<file path="config.mk">
export PLATFORM = sky130hd
export DESIGN_NAME = hlsm_shared_mult_ctrl
export DESIGN_NICKNAME = d
export VERILOG_FILES = /design/src/rtl/hlsm_shared_mult_ctrl.sv
export SDC_FILE = /design/constraint.sdc
export NUM_CORES = 1
export LEC_CHECK = 0
export BUFFER_PORTS_ARGS = -buffer_cell sky130_fd_sc_hd__buf_4
export CORE_MARGIN = 2
export CORE_UTILIZATION = 35
export DETAILED_ROUTE_END_ITERATION = 10
export MAX_ROUTING_LAYER = met4
export PLACE_DENSITY = 0.6
export SETUP_SLACK_MARGIN = 0.5
export SLEW_MARGIN = 10
export SYNTH_ARGS = -nofsm -noshare
export SYNTH_HDL_FRONTEND = slang
export SYNTH_SLANG_ARGS = --single-unit
</file>
<file path="constraint.sdc">
create_clock -name Clk -period 9.5 [get_ports Clk]
set_clock_uncertainty 0.1 [all_clocks]
set_input_delay 0.95 -clock Clk [delete_from_list [all_inputs] [get_ports Clk]]
set_output_delay 0.95 -clock Clk [all_outputs]
set_load 0.005 [all_outputs]
</file>
<file path="src/rtl/hlsm_shared_mult_ctrl.sv">
// Four-product HLSM controller that time-shares one signed multiplier across i=a*b, j=c*d, k=e*f, l=g*h.
// Optional macro MULT_PIPE_EN registers the multiplier output and adds one state (Done one cycle later).
module hlsm_shared_mult_ctrl #(
  parameter int WIDTH = 16
) (
  input  logic             Clk,
  input  logic             Rst,
  input  logic             Start,
  input  logic [WIDTH-1:0] a,
  input  logic [WIDTH-1:0] b,
  input  logic [WIDTH-1:0] c,
  input  logic [WIDTH-1:0] d,
  input  logic [WIDTH-1:0] e,
  input  logic [WIDTH-1:0] f,
  input  logic [WIDTH-1:0] g,
  input  logic [WIDTH-1:0] h,
  output logic [WIDTH-1:0] i,
  output logic [WIDTH-1:0] j,
  output logic [WIDTH-1:0] k,
  output logic [WIDTH-1:0] l,
  output logic             Done,
  output logic             Busy
);

  // state | meaning
  // WAIT  | idle, operands captured when Start is seen
  // S1    | multiply a*b (written to i, or to P when pipelined)
  // S2    | multiply c*d
  // S3    | multiply e*f
  // S4    | multiply g*h
  // S5    | pipelined build only: retire last product into l
  // FINAL | Done asserted, return to WAIT
  typedef enum logic [2:0] {
    WAIT,
    S1,
    S2,
    S3,
    S4,
`ifdef MULT_PIPE_EN
    S5,
`endif
    FINAL
  } state_t;

  state_t state;
  logic [WIDTH-1:0] cap_a, cap_b, cap_c, cap_d, cap_e, cap_f, cap_g, cap_h;
  logic [WIDTH-1:0] mx, my, prod;

  always_comb begin
    mx = cap_a;
    my = cap_b;
    case (state)
      S2:      begin mx = cap_c; my = cap_d; end
      S3:      begin mx = cap_e; my = cap_f; end
      S4:      begin mx = cap_g; my = cap_h; end
      default: begin mx = cap_a; my = cap_b; end
    endcase
  end

  // Low WIDTH bits of a two's-complement product do not depend on signedness,
  // so the truncated signed product is formed directly at WIDTH bits.
  assign prod = mx * my;

  assign Done = (state == FINAL);
  assign Busy = (state != WAIT);

`ifdef MULT_PIPE_EN
  logic [WIDTH-1:0] p;
`endif

  always_ff @(posedge Clk or posedge Rst) begin
    if (Rst) begin
      state <= WAIT;
      i     <= '0;
      j     <= '0;
      k     <= '0;
      l     <= '0;
      cap_a <= '0;
      cap_b <= '0;
      cap_c <= '0;
      cap_d <= '0;
      cap_e <= '0;
      cap_f <= '0;
      cap_g <= '0;
      cap_h <= '0;
`ifdef MULT_PIPE_EN
      p     <= '0;
`endif
    end else begin
      case (state)
        WAIT: begin
          if (Start) begin
            cap_a <= a;
            cap_b <= b;
            cap_c <= c;
            cap_d <= d;
            cap_e <= e;
            cap_f <= f;
            cap_g <= g;
            cap_h <= h;
            state <= S1;
          end
        end
`ifdef MULT_PIPE_EN
        S1: begin p <= prod;           state <= S2;    end
        S2: begin i <= p; p <= prod;   state <= S3;    end
        S3: begin j <= p; p <= prod;   state <= S4;    end
        S4: begin k <= p; p <= prod;   state <= S5;    end
        S5: begin l <= p;              state <= FINAL; end
`else
        S1: begin i <= prod;           state <= S2;    end
        S2: begin j <= prod;           state <= S3;    end
        S3: begin k <= prod;           state <= S4;    end
        S4: begin l <= prod;           state <= FINAL; end
`endif
        FINAL:   state <= WAIT;
        default: state <= WAIT;
      endcase
    end
  end

endmodule

</file>
After elaboration in Yosys (flattened, before gate mapping)
Cells that the tools add are included. W data, S select, Z words.

Reductions and logical operators: 3. Multiplexer cells: 4. Eq/ne operators: 6. $mul: 1.

Operators with widths (count): $pmux W16 S3 (2); $mul A16 B16 Y16 (1); $pmux W3 S5 (1); $eq A3 B2 Y1 const B (2); $eq A3 B3 Y1 const B (2); $eq A3 B1 Y1 const B (1); $logic_not A3 Y1 (1); $mux W3 (1); $reduce_bool A3 Y1 (1); $ne A2 B2 Y1 const B (1); $reduce_and A2 Y1 (1).

Logic and storage cells: 27. Flip-flop bits (word level): 195. Input port bits: 131.

Longest topological paths before layout
Gate-level depths: netlist of the first run.

Depth in word-level cells: 3. Mapped depth: 30. Depth with buffers taken out: 26.

Least setup slack after synthesis of the first run
Ideal clock, no wire load.

Path kind: reg-to-reg. Start point: register state[0]. End point: register j[15]. Stages on the path, launching flop included: 28. Setup time: 0.130 ns. Period minus slack after synthesis: 7.290 ns. Path buffers: 4. Arrival time: 7.060 ns. Data required time: 9.270 ns. Slack: 2.210 ns. Cell sequence: dfrtp_1 > buf_2 > inv_1 > clkbuf_1 > nand2_1 > nand2_1 > buf_1 > clkbuf_1 > nor2_1 > a21oi_1 > nand2_1 > fa_1 > inv_1 > fa_1 > inv_1 > fa_1 > fa_1 > fa_1 > fa_1 > xnor2_1 > xnor2_1 > xnor2_1 > xnor2_1 > xnor2_1 > xnor3_1 > xnor3_2 > xnor2_2 > o21ai_1.

Word-level cells in the longest chain between the ends: 3. Elaborated cells on any way between the ends: 6. Classes of those cells: mul: 1; eq/ne: 3; mux: 2.

RTL lines: start: declaration (line 45) `state_t state;`; start signal: assignment (line 73) `state <= WAIT;`; start signal: assignment (line 101) `state <= S1;`; start signal: assignment (line 111) `S1: begin i <= prod; state <= S2; end`; $eq A3 B3 Y1, or another cell as far along (line 52) `case (state)`; $pmux W16 S3 (line 52); $mul A16 B16 Y16 (line 62) `assign prod = mx * my;`; end signal: assignment (line 75) `j <= '0;`; end signal: assignment (line 112) `S2: begin j <= prod; state <= S3; end`; end: declaration (line 18) `output logic [WIDTH-1:0] j,`.

Several ways; a longest one is shown, not always the timed one. A chain may end at the register's enable or synchronous reset.

Worst setup path after layout of the first run
Start point: register state[1]. End point: register j[15].

Same word-level chain as after synthesis.

==> reports/metrics.yaml, run 1 <==
die:
  dieHeight_um: 191.3
  ios: 197
  dieArea_sq_mm: 0.03661
  start_util_pct: 35.56
  core_area_sq_mm: 0.03454
  fp-row-count: 68
  fp.dieW_um: 191.3
yosys:
  synth_top_area_share_pct: 39.72
  async_reset_ff_share_pct: 100.0
  synth-seq-cells: 195
  yosysTopAreaCell: "dfrtp_1"
  syn_area_sq_mm: 0.01228
  ys_seq_area_share_pct: 39.72
  syn-instance-count: 1143
  synth_edf_count: 0
  synth_area_leaders: "dfrtp_1, fa_1, mux2_2"
  yosys_most_used_dff: "dfrtp_1"
  syn_nets: 1403
  yosys_warnings: 0
  post_synth.cell_area_avg_sq_um: 10.75
  synth_cell_types: 61
sta:
  rsz0062_at_grt: "no"
  finalCriticalPeriod_ns: 7.855
  timing.final.crit_share_pct: 82.69
  whs_ns: 0.3845
  setup_ws_ns: 1.645
  fmax_ghz: 0.1273
  tightest_slew_ns: 1.184
  fin_setup_tns_ns: 0
  finalSetupViolations: 0
  relSlewSlack_pct: 21.09
  report.final.slew_viol_count: 0
  final_hold_viol_count: 0
clock_tree:
  numCtsBuffers: 17
  cts_tree: "yes"
  cts_root_buf: "clkbuf_16"
  cts_sinks: 195
  clkTransAtPathRegs_ns: 0.08
  htreeDepth: 4
  postCtsSetupBuffers: 0
  ctsHoldBuffers: 0
  cts_resized: 0
  clk_latency_ns: 0.47
  cts_buffer_depth: 2
setup_path:
  rrSetupSlack_ns: 1.64
  path_class: "flop to flop"
  cp_data_required_time_ns: 9.70
  cp_slowest_cell: "dfrtp_1"
  r2r-start: "state[1]"
  r2r_cells: 23
  crit_top_cell: "fa_1"
  r2r-end: "j[15]"
  critPathTopFamily: "adder cells"
  path_buf_inv: 3
  cp-start-kind: "flop"
  worstPathMaxFanout: 20
  path_cells: "nand2b_1 -> nand2_1 -> buf_4 -> nor2_1 -> a21oi_1 -> nand2_1 -> fa_1 -> inv_1 -> fa_1 -> inv_1 -> fa_1 -> fa_1 -> fa_1 -> fa_1 -> xnor2_1 -> xnor2_1 -> xnor2_1 -> xnor2_1 -> xnor2_1 -> xnor3_1 -> xnor3_2 -> xnor2_2 -> o21ai_1"
  cp_slowest_stage_delay_ns: 0.65
  arrival_ns: 8.05
  worstSetupEndpointType: "flop"
route:
  dr.first_iter.drc_count: 514
  drc: 0
  routed_wirelength_mm: 33.96
  drt_first_pass_iters: 5
  avgViaCountPerCell: 4.952
  route.vias.total: 8854
  avgRoutedWirePerCell_um: 18.99
  antenna_left: 0
min_path:
  min_from: "i[0]"
  hold_path_end: "i[0]"
  hold_class: "flop to flop"
  holdPathStages: 2
global_route:
  grt_pass1_vias: 9158
  grtUsageTotal_pct: 19.82
  overflow: 0
  grt_max_degree: 117
  antenna_found_initial: 1
  grt_pass1_wl_mm: 53.31
final_layout:
  seqCellArea_sq_mm: 0.004880
  multiInputGateArea_sq_mm: 0.006694
  nets: 1580
  num_antenna_cells: 0
  drive_above_1_share_pct: 29.78
  area.growth.synth_to_final_pct: 20.44
  fillers: 3383
flow_run:
  maxCapViolations: 0
place:
  portBuffers: 196
  place_ws_ns: 1.704
  dp_hpwl_mm: 26.68
  place.gp.congestion: 0.9169
outcome:
  status: "finished, final reports clean"
## metrics by stage
stage                     instances  cell area [sq um]  utilization (%)
after floorplan                1143              12280                -
after global placement         1756              14180            41.06
after detailed placement       1756              14180            41.06
after CTS                      1788              14800            42.83
after global routing           1788              14800            42.83
final                          1788              14800            42.83
## state kept, by name (all words and copies together) (netlist names)
register and flops:
cap_f 16, cap_c 16, cap_b 16, cap_e 16
k 16, cap_a 16, cap_h 16, state 3
cap_d 16, i 16, cap_g 16, l 16
j 16
## cell type report
type                       count  area share (%)
sequential                   195           32.98
inverter                     122           3.146
clock inverter                15           1.252
multi-input combinational    774           45.24
tap                          455           3.848
timing repair buffer         210           10.66
clock buffer                  17           2.875
## logic make-up (layout without fill, tap and decap cells)
group	count (synthesis)	count (layout)	share of synthesized area, %
muxes	136	136	12.45
AOI/OAI and AO/OA	181	181	10.14
buffers and inverters	174	364	5.867
xor gates and xnor gates	36	36	3.147
adders and majority gates	129	129	18.03
DFF	195	195	39.72
and+or+nand+nor	292	292	10.64
## Yosys cell counts (3+ instances only)
cell type / n
a32oi_1: 5
ha_1: 49
a221o_1: 8
a22o_1: 12
nand2b_1: 23
and3b_1: 3
xor2_1: 8
a22oi_1: 17
o21ai_1: 9
or2_2: 5
fa_1: 80
o221ai_1: 5
mux2_2: 134
xnor2_1: 22
o31ai_1: 4
nor2_1: 82
xnor3_1: 3
buf_4: 6
o21ai_0: 62
a21oi_1: 20
nor3_1: 4
buf_2: 17
a221oi_1: 5
dfrtp_1: 195
o221a_2: 3
or3_1: 3
nand2_1: 139
nand3_1: 4
clkbuf_1: 23
inv_1: 121
nor3b_1: 4
nand3b_1: 6
o22a_1: 4
nor2b_1: 10
buf_6: 3
o21a_1: 9
nor4bb_1: 4
## routing by layer
metal / up-vias / share of wire, % / routed length (um) / track usage (%)
met5: - / 0 / 0 / -
met3: 31 / 5.5 / 1872 / 4.259
met4: 0 / 1.6 / 560 / 5.089
li1: 4171 / - / - / -
met2: 261 / 46 / 15590 / 30.02
met1: 4391 / 47 / 15930 / 27.01
## worst max-delay path by stage
stage               startpoint  endpoint  slack, ns  depth (start not counted)
finish                state[1]     j[15]       1.64                         23
global route          state[1]     j[15]       1.14                         23
CTS                   state[1]     j[15]       1.66                         21
detailed placement    state[1]     j[15]       1.70                         21
global placement      state[2]     i[15]       1.89                         24
floorplan             state[0]     j[15]       2.21                         27
## worst register-to-register path, stage by stage (launching register included)
cell and delay (ns):
dfrtp_1 0.65, nand2b_1 0.38, nand2_1 0.60, buf_4 0.29, nor2_1 0.05, a21oi_1 0.57
nand2_1 0.17, fa_1 0.54, inv_1 0.05, fa_1 0.49, inv_1 0.05, fa_1 0.55
fa_1 0.43, fa_1 0.47, fa_1 0.39, xnor2_1 0.18, xnor2_1 0.16, xnor2_1 0.16
xnor2_1 0.15, xnor2_1 0.16, xnor3_1 0.35, xnor3_2 0.42, xnor2_2 0.25, o21ai_1 0.09
## cell usage in the layout, fill, tap and decap left out, types with 4 or more instances in the layout
cell type,n
a21oi_1,20
a221o_1,8
a221oi_1,5
a22o_1,12
a22oi_1,17
a32oi_1,5
buf_4,210
clkbuf_16,17
dfrtp_1,195
fa_1,80
ha_1,49
inv_1,120
inv_6,6
inv_8,5
mux2_2,134
nand2_1,139
nand2b_1,23
nand3_1,4
nand3b_1,6
nor2_1,81
nor2b_1,9
nor3_1,4
nor3b_1,4
nor4bb_1,4
o21a_1,9
o21ai_0,62
o21ai_1,9
o221ai_1,5
o22a_1,4
o31ai_1,4
or2_2,5
xnor2_1,22
xor2_1,8
Power of run 1 is left out: the tool's default activity adds up to more than one toggle a clock period on the data nets, which glitch-free logic cannot reach.
==> run 2: changes to the inputs <==
--- a/config.mk
+++ b/config.mk
@@ -5,12 +5,13 @@
 export SDC_FILE = /design/constraint.sdc
 export NUM_CORES = 1
 export LEC_CHECK = 0
+export ABC_AREA = 1
 export BUFFER_PORTS_ARGS = -buffer_cell sky130_fd_sc_hd__buf_4
 export CORE_MARGIN = 2
 export CORE_UTILIZATION = 35
 export DETAILED_ROUTE_END_ITERATION = 10
 export MAX_ROUTING_LAYER = met4
-export PLACE_DENSITY = 0.6
+export PLACE_DENSITY = 0.62
 export SETUP_SLACK_MARGIN = 0.5
 export SLEW_MARGIN = 10
 export SYNTH_ARGS = -nofsm -noshare
==> constraint.sdc (replaced) <==
create_clock -name Clk -period 6.5 [get_ports Clk]
set_clock_uncertainty 0.1 [all_clocks]
set_input_delay 0.65 -clock Clk [delete_from_list [all_inputs] [get_ports Clk]]
set_output_delay 0.65 -clock Clk [all_outputs]
set_load 0.005 [all_outputs]
==> run 2 against run 1 <==
Against the previous run:
- sequential cell count stayed put
- global-route usage is 1.1 points higher
- first-iteration DRC count is 53% higher
- synthesized cell count is 26% higher
- maximum frequency is 28% higher
- register-to-register slack worse by 1.3 ns
- critical path type unchanged
- worst hold slack worse by 0.31 ns
- critical path depth is 4 higher
- via count is 21% higher
==> reports/metrics.yaml, run 2 <==
outcome:
  status: "finished, final reports clean"  # unchanged
sta:
  finalSetupViolations: 0  # unchanged
  fmax_ghz: 0.1625  # was 0.1273 GHz
  timing.final.crit_share_pct: 94.66  # was 82.69%
  whs_ns: 0.06975  # was 0.3845 ns
  relSlewSlack_pct: 30.71  # was 21.09%
  tightest_slew_ns: 1.031  # was 1.184 ns
  report.final.slew_viol_count: 0  # unchanged
  rsz0062_at_grt: "yes"  # was no
  final_hold_viol_count: 0  # unchanged
  finalCriticalPeriod_ns: 6.153  # was 7.855 ns
clock_tree:
  clkTransAtPathRegs_ns: 0.08  # about the same
  ctsHoldBuffers: 0  # unchanged
  clk_latency_ns: 0.45  # was 0.47 ns
  cts_tree: "yes"  # unchanged
  cts_buffer_depth: 2  # unchanged
  cts_root_buf: "clkbuf_16"  # unchanged
  htreeDepth: 4  # unchanged
  cts_sinks: 195  # unchanged
  numCtsBuffers: 17  # unchanged
setup_path:
  worstPathMaxFanout: 6  # was 20
  r2r-end: "i[15]"  # was j[15]
  cp-start-kind: "flop"  # unchanged
  r2r-start: "state[0]"  # was state[1]
  cp_data_required_time_ns: 6.79  # was 9.70 ns
  path_class: "flop to flop"  # unchanged
  arrival_ns: 6.44  # was 8.05 ns
  rrSetupSlack_ns: 0.35  # was 1.64 ns
  worstSetupEndpointType: "flop"  # unchanged
  r2r_cells: 27  # was 23
yosys:
  yosys_most_used_dff: "dfrtp_1"  # unchanged
  synth_common_cells: "nand2_1, inv_1, dfrtp_1, nor2_1"  # was dfrtp_1, nand2_1, mux2_2, inv_1, nor2_1
  synth_area_leaders: "dfrtp_1, fa_1, nand2_1"  # was dfrtp_1, fa_1, mux2_2
  post_synth.cell_area_avg_sq_um: 8.709  # was 10.75 sq um
  synth-seq-cells: 195  # unchanged
  synth_compound_area_share_pct: 5.552  # was 10.14%
  synth_xor_area_share_pct: 0.7661  # was 3.147%
  synth_edf_count: 0  # unchanged
  yosys.area_share.simple_pct: 19.98  # was 10.64%
  syn_nets: 1704  # was 1,403
  syn_area_sq_mm: 0.01258  # was 0.01228 sq mm
  synth-adder-area-share_pct: 17.61  # was 18.03%
  synth_top_area_share_pct: 38.80  # was 39.72%
  synth_top_family_by_area: "simple AND/OR/NAND/NOR gates"  # was adder cells
  yosysTopAreaCell: "dfrtp_1"  # unchanged
  synth_most_common_cell: "nand2_1"  # was dfrtp_1
  yosys_warnings: 0  # unchanged
  ys_seq_area_share_pct: 38.80  # was 39.72%
  async_reset_ff_share_pct: 100.0  # unchanged
  synth_cell_types: 36  # was 61
  syn-instance-count: 1444  # was 1,143
  synthMuxAreaShare_pct: 7.163  # was 12.45%
die:
  dieHeight_um: 193.6  # was 191.3 um
  ios: 197  # unchanged
  dieArea_sq_mm: 0.03746  # was 0.03661 sq mm
  start_util_pct: 35.44  # was 35.56%
  fp-row-count: 69  # was 68
  fp.dieW_um: 193.6  # was 191.3 um
  core_area_sq_mm: 0.03548  # was 0.03454 sq mm
route:
  routed_wirelength_mm: 37.78  # was 33.96 mm
  dr.first_iter.drc_count: 785  # was 514
  avgViaCountPerCell: 4.885  # was 4.952
  avgRoutedWirePerCell_um: 17.26  # was 18.99 um
  antenna_left: 0  # unchanged
  drc: 0  # unchanged
  drt_first_pass_iters: 6  # was 5
  route.vias.total: 10690  # was 8,854
final_layout:
  final_cell_mix: "nand2_1, buf_4, inv_1, dfrtp_1, nor2_1"  # was buf_4, dfrtp_1, nand2_1, mux2_2, inv_1
  num_antenna_cells: 0  # unchanged
  multiInputGateArea_sq_mm: 0.006970  # was 0.006694 sq mm
  final_common_cell: "nand2_1"  # was buf_4
  drive_above_1_share_pct: 32.35  # was 29.78%
  area.growth.synth_to_final_pct: 30.99  # was 20.44%
  fillers: 3373  # was 3,383
  nets: 1975  # was 1,580
  final_util_pct: 46.43  # was 42.83%
  seqCellArea_sq_mm: 0.004883  # was 0.004880 sq mm
global_route:
  grtUsageTotal_pct: 20.94  # was 19.82%
  grt_pass1_vias: 10960  # was 9,158
  antenna_found_initial: 0  # was 1
  grt_pass1_wl_mm: 59.49  # was 53.31 mm
  grt_max_degree: 128  # was 117
  overflow: 0  # unchanged
place:
  portBuffers: 196  # unchanged
  place.gp.congestion: 0.9388  # was 0.9169
  dp_hpwl_mm: 28.47  # was 26.68 mm
min_path:
  hold_class: "input pin to asynchronous set/reset pin"  # was flop to flop
flow_run:
  maxCapViolations: 0  # unchanged
==> run 2: worst max path at each step <==
stage | start | to | slack (ns) | cells after the start
detailed placement | state[1] | i[15] | -0.03 | 27
CTS | state[1] | i[15] | 0.38 | 30
global placement | state[0] | i[15] | 0.05 | 30
floorplan | state[2] | i[15] | 0.51 | 30
finish | state[0] | i[15] | 0.35 | 27
global route | state[1] | i[15] | 0.09 | 30
==> run 2: cell families (layout without fill, tap and decap cells) <==
group	count (synthesis)	count (layout)
buffers and inverters	317	597
multiplexers	80	80
flip-flops	195	195
AND/OR/NAND/NOR	574	578
adder cells (fa/ha/maj)	129	129
XOR/XNOR	11	11
AO/OA/AOI/OAI	138	138
==> run 2: layout make-up <==
cell class                 instances  share of cell area, %
clock buffer                      18                  2.666
clock inverter                    14                  1.041
inverter                         259                  6.000
multi-input combinational        936                  42.31
sequential                       195                  29.64
tap                              461                  3.501
timing repair buffer             306                  14.83
==> run 2: critical path, cell delays in order, from the launching register on <==
cell	delay, ns
dfrtp_2	0.48
nor2_4	0.22
nand2_4	0.15
buf_6	0.17
nor2_2	0.09
nor3_2	0.06
buf_4	0.17
nand2_8	0.09
nand2_1	0.08
fa_1	0.49
fa_1	0.54
inv_1	0.05
fa_1	0.50
inv_1	0.05
fa_1	0.51
fa_1	0.43
fa_1	0.49
inv_1	0.06
ha_4	0.24
a21oi_2	0.17
o211ai_1	0.13
a31oi_2	0.26
inv_1	0.09
nand3_1	0.09
nand2_1	0.07
nand2_2	0.09
nand3_1	0.08
nand2_1	0.10
==> run 2: through the flow <==
| step | std cells | worst slack [ns] | setup TNS [ns] | area [sq um] |
|---|---|---|---|---|
| final | 2189 | 0.3469 | 0 | 16470 |
| after global routing | 2189 | 0.09273 | 0 | 16470 |
| after CTS | 2170 | 0.3756 | 0 | 16120 |
| after detailed placement | 2090 | -0.03328 | -0.03693 | 14760 |
| after global placement | 2090 | 0.05368 | 0 | 14760 |
| after floorplan | 1444 | 0.5112 | 0 | 12580 |
==> run 2: timing repair <==
item,4_1_cts,5_1_grt
gates cloned,3,3
pin swaps,49,20
setup buffers,45,16
setup endpoints to repair,24,28
resized for setup,76,61
==> run 2: layer usage <==
layer / vias to the layer above / wire, um / global-route usage [%]
li1: 4995 / - / -
met1: 5261 / 16860 / 27.71
met2: 384 / 17620 / 32.70
met3: 54 / 2288 / 3.748
met4: 0 / 1013 / 6.672
met5: - / 0 / -
Power of run 2 is left out for the same reason.
